--- config.mk ---
export PLATFORM = sky130hd
export DESIGN_NAME = av_master_arbiter
export DESIGN_NICKNAME = d
export VERILOG_FILES = /design/src/rtl/av_master_arbiter_pkg.sv /design/src/rtl/av_arb_timeout.sv /design/src/rtl/av_master_arbiter.sv
export SDC_FILE = /design/constraint.sdc
export NUM_CORES = 1
export LEC_CHECK = 0
export CAP_MARGIN = 20
export CORE_AREA = 2 2 85 67
export DETAILED_ROUTE_END_ITERATION = 8
export DIE_AREA = 0 0 87 69
export HOLD_SLACK_MARGIN = 0.03
export MAX_ROUTING_LAYER = met4
export PLACE_DENSITY_LB_ADDON = 0.25
export SKIP_CTS_REPAIR_TIMING = 1
export SYNTH_ARGS = -nofsm -noshare
export SYNTH_HDL_FRONTEND = slang
export SYNTH_SLANG_ARGS = --single-unit
--- constraint.sdc ---
create_clock -name sysclk -period 1.6 [get_ports sysclk]
set_clock_uncertainty 0.1 [all_clocks]
set_input_delay 0.24 -clock sysclk [delete_from_list [all_inputs] [get_ports sysclk]]
set_output_delay 0.24 -clock sysclk [all_outputs]
set_load 0.02 [all_outputs]
--- src/rtl/av_master_arbiter_pkg.sv ---
// Shared types for the two-requester Avalon-MM master arbiter.
// The optional stall timeout is enabled by AV_MASTER_ARBITER_TIMEOUT_EN.
package av_master_arbiter_pkg;

  typedef enum logic [1:0] {
    ST_IDLE    = 2'd0,
    ST_GNT_MCU = 2'd1,
    ST_GNT_DBG = 2'd2
  } arb_state_e;

  typedef enum logic {
    REQ_MCU = 1'b0,
    REQ_DBG = 1'b1
  } req_id_e;

  // Read data returned to a requester whose transaction was aborted.
  localparam logic [15:0] ABORT_RDATA = 16'hDEAD;

  typedef struct packed {
    logic [15:0] address;
    logic [15:0] writedata;
    logic        write;
    logic        read;
  } av_req_t;

  function automatic logic is_request(input av_req_t r);
    return r.write | r.read;
  endfunction

endpackage

--- src/rtl/av_arb_timeout.sv ---
// Stall counter for a granted transaction; only built when
// AV_MASTER_ARBITER_TIMEOUT_EN is defined.
`ifdef AV_MASTER_ARBITER_TIMEOUT_EN
module av_arb_timeout #(
  parameter int unsigned TIMEOUT_CYCLES = 1024
) (
  input  logic clk,
  input  logic rst_n,
  input  logic active_i,
  input  logic stall_i,
  output logic expired_o
);

  localparam logic [15:0] LIMIT = 16'(TIMEOUT_CYCLES - 1);

  logic [15:0] cnt_q, cnt_d;

  assign expired_o = active_i && stall_i && (cnt_q == LIMIT);

  // Outside a grant the counter sits at zero, so every grant starts fresh.
  always_comb begin
    // NOTE: default first so every path assigns cnt_d and no latch is inferred.
    cnt_d = '0;
    if (active_i && stall_i && !expired_o) cnt_d = cnt_q + 16'd1;
  end

  always_ff @(posedge clk or negedge rst_n) begin
    // NOTE: non-blocking assignment for state so all flops update together.
    if (!rst_n) cnt_q <= '0;
    else        cnt_q <= cnt_d;
  end

endmodule
`endif

--- src/rtl/av_master_arbiter.sv ---
// Round-robin arbiter sharing one Avalon-MM master between MCU and debug.
// Define AV_MASTER_ARBITER_TIMEOUT_EN to abort grants stalled too long.
module av_master_arbiter
  import av_master_arbiter_pkg::*;
#(
  parameter int unsigned TIMEOUT_CYCLES = 1024
) (
  input  logic        sysclk,
  input  logic        sysreset_n,
  input  logic [15:0] mcu_address,
  input  logic [15:0] mcu_writedata,
  input  logic        mcu_write,
  input  logic        mcu_read,
  output logic [15:0] mcu_readdata,
  output logic        mcu_waitrequest,
  input  logic [15:0] dbg_address,
  input  logic [15:0] dbg_writedata,
  input  logic        dbg_write,
  input  logic        dbg_read,
  output logic [15:0] dbg_readdata,
  output logic        dbg_waitrequest,
  output logic [15:0] m_address,
  output logic [15:0] m_writedata,
  output logic        m_write,
  output logic        m_read,
  input  logic [15:0] m_readdata,
  input  logic        m_waitrequest,
  output logic        grant_dbg,
  output logic        timeout_err,
  input  logic        err_clr
);

  arb_state_e state_q, state_d;
  req_id_e    last_grant_q, last_grant_d;
  av_req_t    mcu_req, dbg_req, sel_req;
  req_id_e    sel_id;
  logic       expired;
  logic       abort;
  logic       sel_wait;
  logic [15:0] sel_rdata;

  assign mcu_req = '{address: mcu_address, writedata: mcu_writedata,
                     write: mcu_write, read: mcu_read};
  assign dbg_req = '{address: dbg_address, writedata: dbg_writedata,
                     write: dbg_write, read: dbg_read};

  assign sel_id  = (state_q == ST_GNT_DBG) ? REQ_DBG : REQ_MCU;
  assign sel_req = (state_q == ST_GNT_DBG) ? dbg_req : mcu_req;

  always_comb begin
    state_d      = state_q;
    last_grant_d = last_grant_q;
    abort        = 1'b0;
    m_address    = '0;
    m_writedata  = '0;
    m_write      = 1'b0;
    m_read       = 1'b0;
    sel_wait     = 1'b1;
    sel_rdata    = '0;

    unique case (state_q)
      ST_IDLE: begin
        if (is_request(mcu_req) && is_request(dbg_req))
          state_d = (last_grant_q == REQ_DBG) ? ST_GNT_MCU : ST_GNT_DBG;
        else if (is_request(mcu_req))
          state_d = ST_GNT_MCU;
        else if (is_request(dbg_req))
          state_d = ST_GNT_DBG;
      end
      ST_GNT_MCU, ST_GNT_DBG: begin
        // Simultaneous write and read is treated as a write.
        m_address   = sel_req.address;
        m_writedata = sel_req.writedata;
        m_write     = sel_req.write;
        m_read      = sel_req.read & ~sel_req.write;
        sel_wait    = m_waitrequest;
        sel_rdata   = m_readdata;
        if (!m_waitrequest) begin
          state_d      = ST_IDLE;
          last_grant_d = sel_id;
        end else if (!is_request(sel_req)) begin
          state_d = ST_IDLE;
        end else if (expired) begin
          abort     = 1'b1;
          m_write   = 1'b0;
          m_read    = 1'b0;
          sel_wait  = 1'b0;
          sel_rdata = ABORT_RDATA;
          state_d   = ST_IDLE;
        end
      end
      default: state_d = ST_IDLE;
    endcase
  end

  assign mcu_waitrequest = (state_q == ST_GNT_MCU) ? sel_wait  : 1'b1;
  assign dbg_waitrequest = (state_q == ST_GNT_DBG) ? sel_wait  : 1'b1;
  assign mcu_readdata    = (state_q == ST_GNT_MCU) ? sel_rdata : 16'h0000;
  assign dbg_readdata    = (state_q == ST_GNT_DBG) ? sel_rdata : 16'h0000;
  assign grant_dbg       = (state_q == ST_GNT_DBG);

  // Last grant resets to debug so the MCU wins the first tie.
  always_ff @(posedge sysclk or negedge sysreset_n) begin
    if (!sysreset_n) begin
      state_q      <= ST_IDLE;
      last_grant_q <= REQ_DBG;
    end else begin
      state_q      <= state_d;
      last_grant_q <= last_grant_d;
    end
  end

`ifdef AV_MASTER_ARBITER_TIMEOUT_EN
  logic err_q, err_d;

  av_arb_timeout #(
    .TIMEOUT_CYCLES(TIMEOUT_CYCLES)
  ) u_timeout (
    .clk       (sysclk),
    .rst_n     (sysreset_n),
    .active_i  (state_q != ST_IDLE),
    .stall_i   (m_waitrequest),
    .expired_o (expired)
  );

  // A fresh abort outranks a clear arriving in the same cycle.
  assign err_d = abort ? 1'b1 : (err_clr ? 1'b0 : err_q);

  always_ff @(posedge sysclk or negedge sysreset_n) begin
    if (!sysreset_n) err_q <= 1'b0;
    else             err_q <= err_d;
  end

  assign timeout_err = err_q;
`else
  logic [1:0] unused_cfg;

  assign expired     = 1'b0;
  assign timeout_err = 1'b0;
  assign unused_cfg  = {err_clr, TIMEOUT_CYCLES[0]};
`endif

endmodule

# Word-level counts from Yosys, hierarchy flattened
# Cells that the tools add are included.
[totals]
mem_count = 0
input_bits = 88
ff_bits = 3
elab_cells = 37
latchBits = 0
ram_bits = 0
output_inout_bits = 70
romBits = 0
[classes]
addsub = 0
eq_ne = 4
order_cmp = 0
n_mux = 20
bitwise = 6
multipliers = 0
div = 0
n_reduce_logical = 5
shift = 0
[op_table]
columns = ["op", "n"]
rows = [
  ["16-bit two-way mux", 5],
  ["34-bit two-way mux", 1],
  ["2-bit two-way mux", 6],
  ["1-bit two-way mux", 7],
  ["4-bit inequality test (second input constant)", 1],
  ["2-bit case mux with 2 select lines", 1],
  ["2-bit AND reduction", 2],
  ["3-bit inequality test (second input constant)", 1],
  ["1-bit bitwise OR", 3],
  ["2-bit by 1-bit == test with 1-bit output (second input constant)", 1],
  ["2-bit == test (second input constant)", 1],
  ["2-bit zero test", 1],
  ["1-bit inverter", 2],
  ["2-bit OR reduction", 1],
  ["1-bit bitwise AND", 1],
  ["1-bit logical AND", 1],
]

# Depth between registers and ports, before layout
# Gate-level depths: netlist (run 1).
[depth]
depth_word = 6
depth_mapped = 6
depth_no_buf = 5

# Least setup slack after synthesis (run 1)
# OpenSTA, ideal clock, no wires.
[synth_path]
path_type = "register to output"
startpoint = "reg state_q[0]"
endpoint = "out m_read"
path_buffers = 1
stages_incl_launch_ff = 6
t_required_ps = 1260
arrival_time_ps = 1692
slack_ps = -432
path_cell_list = "dfrtp_1 > inv_1 > ha_1 > buf_6 > or3b_2 > a21boi_1"
[synth_via]
elab_chain_len = 5
elab_cells_between_ends = 7
cone_classes = "eq/ne: 2; mux: 2; bitwise: 2; reduce/logical: 1"
[synth_lines]
columns = ["element", "line", "text"]
rows = [
  ["from (decl)", "av_master_arbiter.sv:33", "arb_state_e state_q, state_d;"],
  ["from (signal assigned)", "av_master_arbiter.sv:108", "state_q <= state_d;"],
  ["2-bit == test (*)", "n/a", ""],
  ["named net grant_dbg", "av_master_arbiter.sv:28", "output logic grant_dbg,"],
  ["34-bit two-way mux", "av_master_arbiter.sv:48", "assign sel_req = (state_q == ST_GNT_DBG) ? dbg_req : mcu_req;"],
  ["1-bit inverter", "av_master_arbiter.sv:75", "m_read = sel_req.read & ~sel_req.write;"],
  ["1-bit bitwise AND", "av_master_arbiter.sv:75", ""],
  ["1-bit two-way mux (*)", "av_master_arbiter.sv:61", "unique case (state_q)"],
  ["to (decl)", "av_master_arbiter.sv:25", "output logic m_read,"],
]
# Mark *: on every way through the listed nets, which the timed path passes. The rest lies on a longest branch.

# Worst setup path in the final report (run 1)
[layout_path]
startpoint = "reg state_q[0]"
endpoint = "out m_address[8]"
[layout_via]
elab_chain_len = 3
elab_cells_between_ends = 5
cone_classes = "eq/ne: 2; mux: 2; reduce/logical: 1"
[layout_lines]
columns = ["element", "line", "text"]
rows = [
  ["2-bit == test or 2-bit by 1-bit == test with 1-bit output (tied branches)", "av_master_arbiter.sv:48, av_master_arbiter.sv:61", ""],
  ["34-bit two-way mux or 2-bit OR reduction (tied branches)", "n/a", ""],
  ["16-bit two-way mux (*)", "av_master_arbiter.sv:61", ""],
  ["to (decl)", "av_master_arbiter.sv:22", "output logic [15:0] m_address,"],
]
# Every way passes the cells marked *; elsewhere a longest branch is shown, timed or not.

==> results.md, run 1 <==
- Status: finished with violations
- Violated checks: setup timing
- Largest net degree at the start of global routing: 35
- Vias per std cell: 4.60
- Most used flip-flop cell after synthesis: dfrtp_1
- Pwr dens: 1910 nW/um2
- Final WS setup: -0.331 ns
- Fin crit share: 1.21
- Placed cells: 365
- Synth-to-layout area growth: 223%
- Type of element launching the critical path: flop
- Synthesized flop and latch total: 3
- Routed wire length: 5.31 mm
- Fmax: 518 MHz
- Critical Path RT: 1.26 ns
- CTS Root Buffer Type: clkbuf_8
- GR Util All Layers: 0.157
- Drt first pass iters: 4
- CP peak stage delay: 0.38 ns
- First-pass GRT wire length: 7.66 mm
- ANT nets after route: 0
- H-tree levels: 1
- RePlAce Congestion: 0.795
- Total grt overflow: 0
- Final max-slew violation count: 0
- Yosys warns: 0
- Number of global-route vias before repair: 1710
- Critical-path maximum fanout: 8
- Critical path arrival: 1.59 ns
- I/O Pins: 158
- DIE AREA: 6000 um2
- Leakage: 1.51 nW
- Cells after Synth: 145
- CTS tree: done
- Number of synthesized flops with an enable pin: 0
- Final setup violation count: 72
- Detailed-route DRC error count: 0
- GR peak layer: met2
- CTS max path bufs: 2
- Die Ht: 69 um
- GR Layer Usage met1: 0.172
- IO Port Bufs: 155
- Non-Filler Instances: 376
- Initial antenna violation count: 0
- Core Util, Final: 0.689
- Hold Violations, Final: 0
- Synth top area share: 0.301
- # diodes: 0
- Minimum clock period: 1.93 ns
- Core area: 5150 um2
- Worst Setup SP: state_q[0]
- Place WS: -0.572 ns
- Buf+Inv Stages, Crit Path: 3
- RSZ-0062 raised after global routing: yes
- Most numerous cell in the Yosys netlist: nor2b_1
- Synthesized cell area: 1100 um2
- Reg2reg start: state_q[0]
- Horiz. Die Dim: 87 um
- Post-synth ARST share: 1.00
- Post-Syn Nets: 236
- Post-DP HPWL: 4.07 mm
- Vias post-DR: 1730
- CTS Buf Count: 3
- Average size of a mapped cell: 7.57 um2
- Clock Sinks: 3
- Share of cells above drive strength 1: 0.615
- Crit-path cells: inv_2 > ha_4 > buf_12 > mux2i_2 > nor2b_4 > clkbuf_2
- Rows: 23
- Post-synthesis cell type count: 27
- Met3 Use GR: 0.0371
- Clock Pin Slew Worst Setup and Hold Paths: 0.03 ns
- Setup TNS: -18.81 ns
- Layout Nets: 406
- Power Total: 0.00676 W
- Endpoint class of the critical path: output port
- Top area cells in the synthesized netlist: mux2i_1 (30%), nor2b_1 (19%), and3_1 (10%)
- Max-cap violations: 0
- Initial cell density of the core: 0.213
- M2 GR Usage: 0.280
- Routed len/inst: 14.1 um
- Sequential share of the synthesized area: 0.0696
- WP depth: 6
- Slowest-stage cell, CP: dfrtp_1
- Cells on worst reg2reg path: 6
- Critical path class: reg2out
- Hold crit path type: in2async
- Synth area leader: mux2i_1
- Most frequent cells after synthesis: nor2b_1 (34), mux2i_1 (33), and3_1 (18)
- Top delay family on crit path: buffers and inverters
- Worst-Skew Late Latency: 0.22 ns
- Initial detailed-routing violation count: 30
- Max VDD drop: 0.960 mV
==> layout make-up <==
class	count	area [um2]
inverters	3	11.3
well taps	62	77.6
fillers	401	1600
clock buffers	4	45.0
flip-flops and latches	3	77.6
multi-input cells	125	1600
repair buffers	179	1740
==> power breakdown <==
part	internal, W	total [W]	switching, W	leakage [nW]
clock	0.000170	0.000222	0.0000519	0.0228
sequential	0.000121	0.000154	0.0000334	0.0349
combinational	0.00359	0.00639	0.00280	1.46
total	0.00388	0.00676	0.00288	1.51
==> layout by cell type, fill, tap and decap left out, drive strengths merged <==
cell           count
clkdlybuf4s50     86
buf               59
clkbuf            38
nor2b             34
mux2i             33
and3              18
and2              16
inv                3
ha                 3
nand3b             2
or3b               2
o21ai              2
nand3              2
nor2               2
nand4              2
o211ai             2
dfrtp              2
nand2b             1
a21boi             1
or3                1
a41o               1
mux2               1
o22ai              1
conb               1
dfstp              1
==> stage by stage <==
| step | hold slack [ns] | cell area (um2) |
|---|---|---|
| floorplan | -0.156 | 1500 |
| global placement | 0.339 | 3200 |
| detailed placement | 0.337 | 3200 |
| CTS | 0.105 | 3250 |
| global route | 0.112 | 3550 |
| finish | 0.108 | 3550 |
==> sequential cells by signal, indices dropped and copies added, names as in the netlist <==
| register | flops |
|---|---|
| last_grant_q | 1 |
| state_q | 2 |
==> logic make-up (layout without fill, tap and decap cells) <==
group	count (synthesis)	in the layout	share of synthesized area
AOI/OAI and AO/OA	7	7	0.0536
adders and majority gates	3	3	0.0342
buffers and inverters	17	186	0.0718
DFF	3	3	0.0696
muxes	34	34	0.311
other	1	1	0.00342
and+or+nand+nor	80	80	0.456
==> per-layer routing <==
| layer | up-vias | part of all wire |
|---|---|---|
| met3 | 4 | 0.11 |
| met2 | 103 | 0.50 |
| li1 | 842 | - |
| met4 | 0 | 0.0070 |
| met5 | - | 0 |
| met1 | 781 | 0.38 |
==> worst paths after layout <==
path / endpoint / slack (ns)
hold reg to reg: last_grant_q / 0.54
hold / removal: state_q[1] / 0.11
setup reg to reg: state_q[1] / -0.26
max in group asynchronous: last_grant_q / 1.07
setup / recovery: m_address[8] / -0.33
min in group sysclk: last_grant_q / 0.54
(Power assumes the default switching activity.)
==> run 2, diff against run 1 <==
- PLACE_DENSITY: default -> 0.77
- PLACE_DENSITY_LB_ADDON: 0.25 -> default
- SKIP_CTS_REPAIR_TIMING: 1 -> default
==> run 2 against run 1 <==
Net effect: utilization rose by 8.0 points; wire length rose by 22%; worst setup slack got worse by 0.094 ns; combinational power rose by 18%; largest cell class unchanged; die area did not move; register-to-register slack got worse by 0.11 ns; sequential share of layout area fell by 0.23 points; global-route usage rose by 3.9 points; the flow still finishes with violations (setup timing).
==> results.md, run 2 (synthesis gave the netlist of run 1 again) <==
- Buf+Inv Stages, Crit Path: 2
- Max reg flops: 2
- Horiz. Die Dim: 87 um
- Share of cells above drive strength 1: 0.675
- Critical path class: reg2out
- Core area: 5150 um2
- # diodes: 0
- Post-DP HPWL: 4.43 mm
- Placed cells: 372
- Critical-path maximum fanout: 7
- Routed wire length: 6.49 mm
- Total grt overflow: 0
- GR Util All Layers: 0.196
- Fillcell total: 337
- Number of global-route vias before repair: 1849
- Hold Violations, Final: 0
- Max-cap violations: 0
- Setup TNS: -23.20 ns
- Biggest regs: state_q: 2 flops, last_grant_q: 1 flops
- Crit-path cells: ha_4 > buf_8 > or3b_4 > a21boi_4 > buf_6
- Layout Nets: 427
- Max VDD drop: 1.33 mV
- RSZ-0062 raised after global routing: yes
- CP peak stage delay: 0.43 ns
- Commonest non-fill, non-tap cell in the layout: clkdlybuf4s50_1
- Largest register by flop count: state_q
- RePlAce Congestion: 0.766
- Highest-count cells in the layout ignoring fill and taps: clkdlybuf4s50_1 (86), buf_6 (62), nor2b_4 (34), buf_4 (31), mux2i_4 (28)
- Cells on worst reg2reg path: 7
- # hold bufs at CTS: 0
- H-tree levels: 1
- Final WS setup: -0.425 ns
- Violated checks: setup timing
- Slowest-stage cell, CP: dfrtp_2
- First-pass GRT wire length: 9.20 mm
- Worst Setup SP: state_q[1]
- Vias post-DR: 1848
- Final setup violation count: 72
- Critical Path RT: 1.26 ns
- R2r setup slk: -0.37 ns
- Status: finished with violations
- Largest net degree at the start of global routing: 22
- Initial cell density of the core: 0.213
- ANT nets after route: 0
- CTS max path bufs: 2
- Clock Pin Slew Worst Setup and Hold Paths: 0.03 ns
- I/O Pins: 158
- Reg2reg start: state_q[0]
- WHS: 0.112 ns
- Die Ht: 69 um
- Detailed-route DRC error count: 0
- Critical path arrival: 1.69 ns
- FF-to-FF End: state_q[1]
- CTS Buf Count: 3
- DIE AREA: 6000 um2
- Initial detailed-routing violation count: 45
- CTS tree: done
- Non-Filler Instances: 397
- Worst-Skew Late Latency: 0.21 ns
- Initial antenna violation count: 0
- Vias per std cell: 4.65
- Top delay family on crit path: flip-flops
- IO Port Bufs: 155
- Rows: 23
- Leakage: 1.68 nW
- WP depth: 5
- Hold crit path type: in2async
- Fin crit share: 1.27
- Drt first pass iters: 4
- Clock Sinks: 3
- Synth-to-layout area growth: 261%
- Type of element launching the critical path: flop
- Routed len/inst: 16.3 um
- Endpoint class of the critical path: output port
- CP endpoint: m_read
- Fmax: 494 MHz
- CTS Root Buffer Type: clkbuf_8
- Minimum clock period: 2.03 ns
- Final max-slew violation count: 0
- Pwr dens: 1990 nW/um2
-- run 2: worst min path at each step --
stage | startpoint | end | slack (ns) | cells past startpoint
5_1_grt | sysreset_n | state_q[1] | 0.12 | 1
3_5_place_dp | sysreset_n | state_q[0] | 0.34 | 1
3_3_place_gp | sysreset_n | state_q[0] | 0.34 | 1
6_report | sysreset_n | state_q[1] | 0.11 | 1
2_1_floorplan | sysreset_n | state_q[0] | -0.16 | 0
4_1_cts | sysreset_n | state_q[0] | 0.11 | 1
-- run 2: worst reg2reg max path: cells and delay by family (launching register included) --
family / cells / cell delay, ns
flops: 1 / 0.38
buf+inv: 3 / 0.39
simple gates: 1 / 0.37
compound gates: 2 / 0.42
fa+ha+maj: 1 / 0.22
-- run 2: layer usage --
| metal | vias to the layer above | share of wire | track usage |
|---|---|---|---|
| met4 | 0 | 0.025 | 0.0451 |
| met3 | 16 | 0.080 | 0.0204 |
| li1 | 886 | - | - |
| met5 | - | 0 | - |
| met2 | 107 | 0.55 | 0.383 |
| met1 | 839 | 0.34 | 0.206 |
-- run 2: final cells by class --
| class | instances | area, um2 | share of cell area |
|---|---|---|---|
| Timing Repair Buffer | 200 | 2060 | 0.519 |
| Inverter | 3 | 11.3 | 0.00284 |
| Clock buffer | 4 | 45.0 | 0.0114 |
| Multi-Input combinational cell | 125 | 1690 | 0.427 |
| Sequential cell | 3 | 77.6 | 0.0196 |
| Tap cell | 62 | 77.6 | 0.0196 |
-- run 2: what timing repair did --
item,4_1_cts,5_1_grt
endpoints found under the setup margin,72,72
pin swaps,0,6
gates cloned,1,1
buffers inserted,12,10
gates resized for setup,381,90
-- run 2: through the flow --
step	total power (W)	cell area [um2]	setup slack [ns]	utilization
4_1_cts	0.00701	3670	-0.491	0.712
5_1_grt	0.00826	3960	-0.468	0.769
3_5_place_dp	0.00589	3250	-0.611	0.632
6_report	0.00788	3960	-0.425	0.769
2_1_floorplan	0.00374	1500	-0.0970	-
3_3_place_gp	0.00585	3250	-0.582	0.632
-- run 2: where the power goes --
part / switching (W) / internal [W] / total, W
clock network: 0.0000484 / 0.000170 / 0.000218
logic: 0.00309 / 0.00442 / 0.00751
registers: 0.0000338 / 0.000121 / 0.000155
total: 0.00317 / 0.00471 / 0.00788
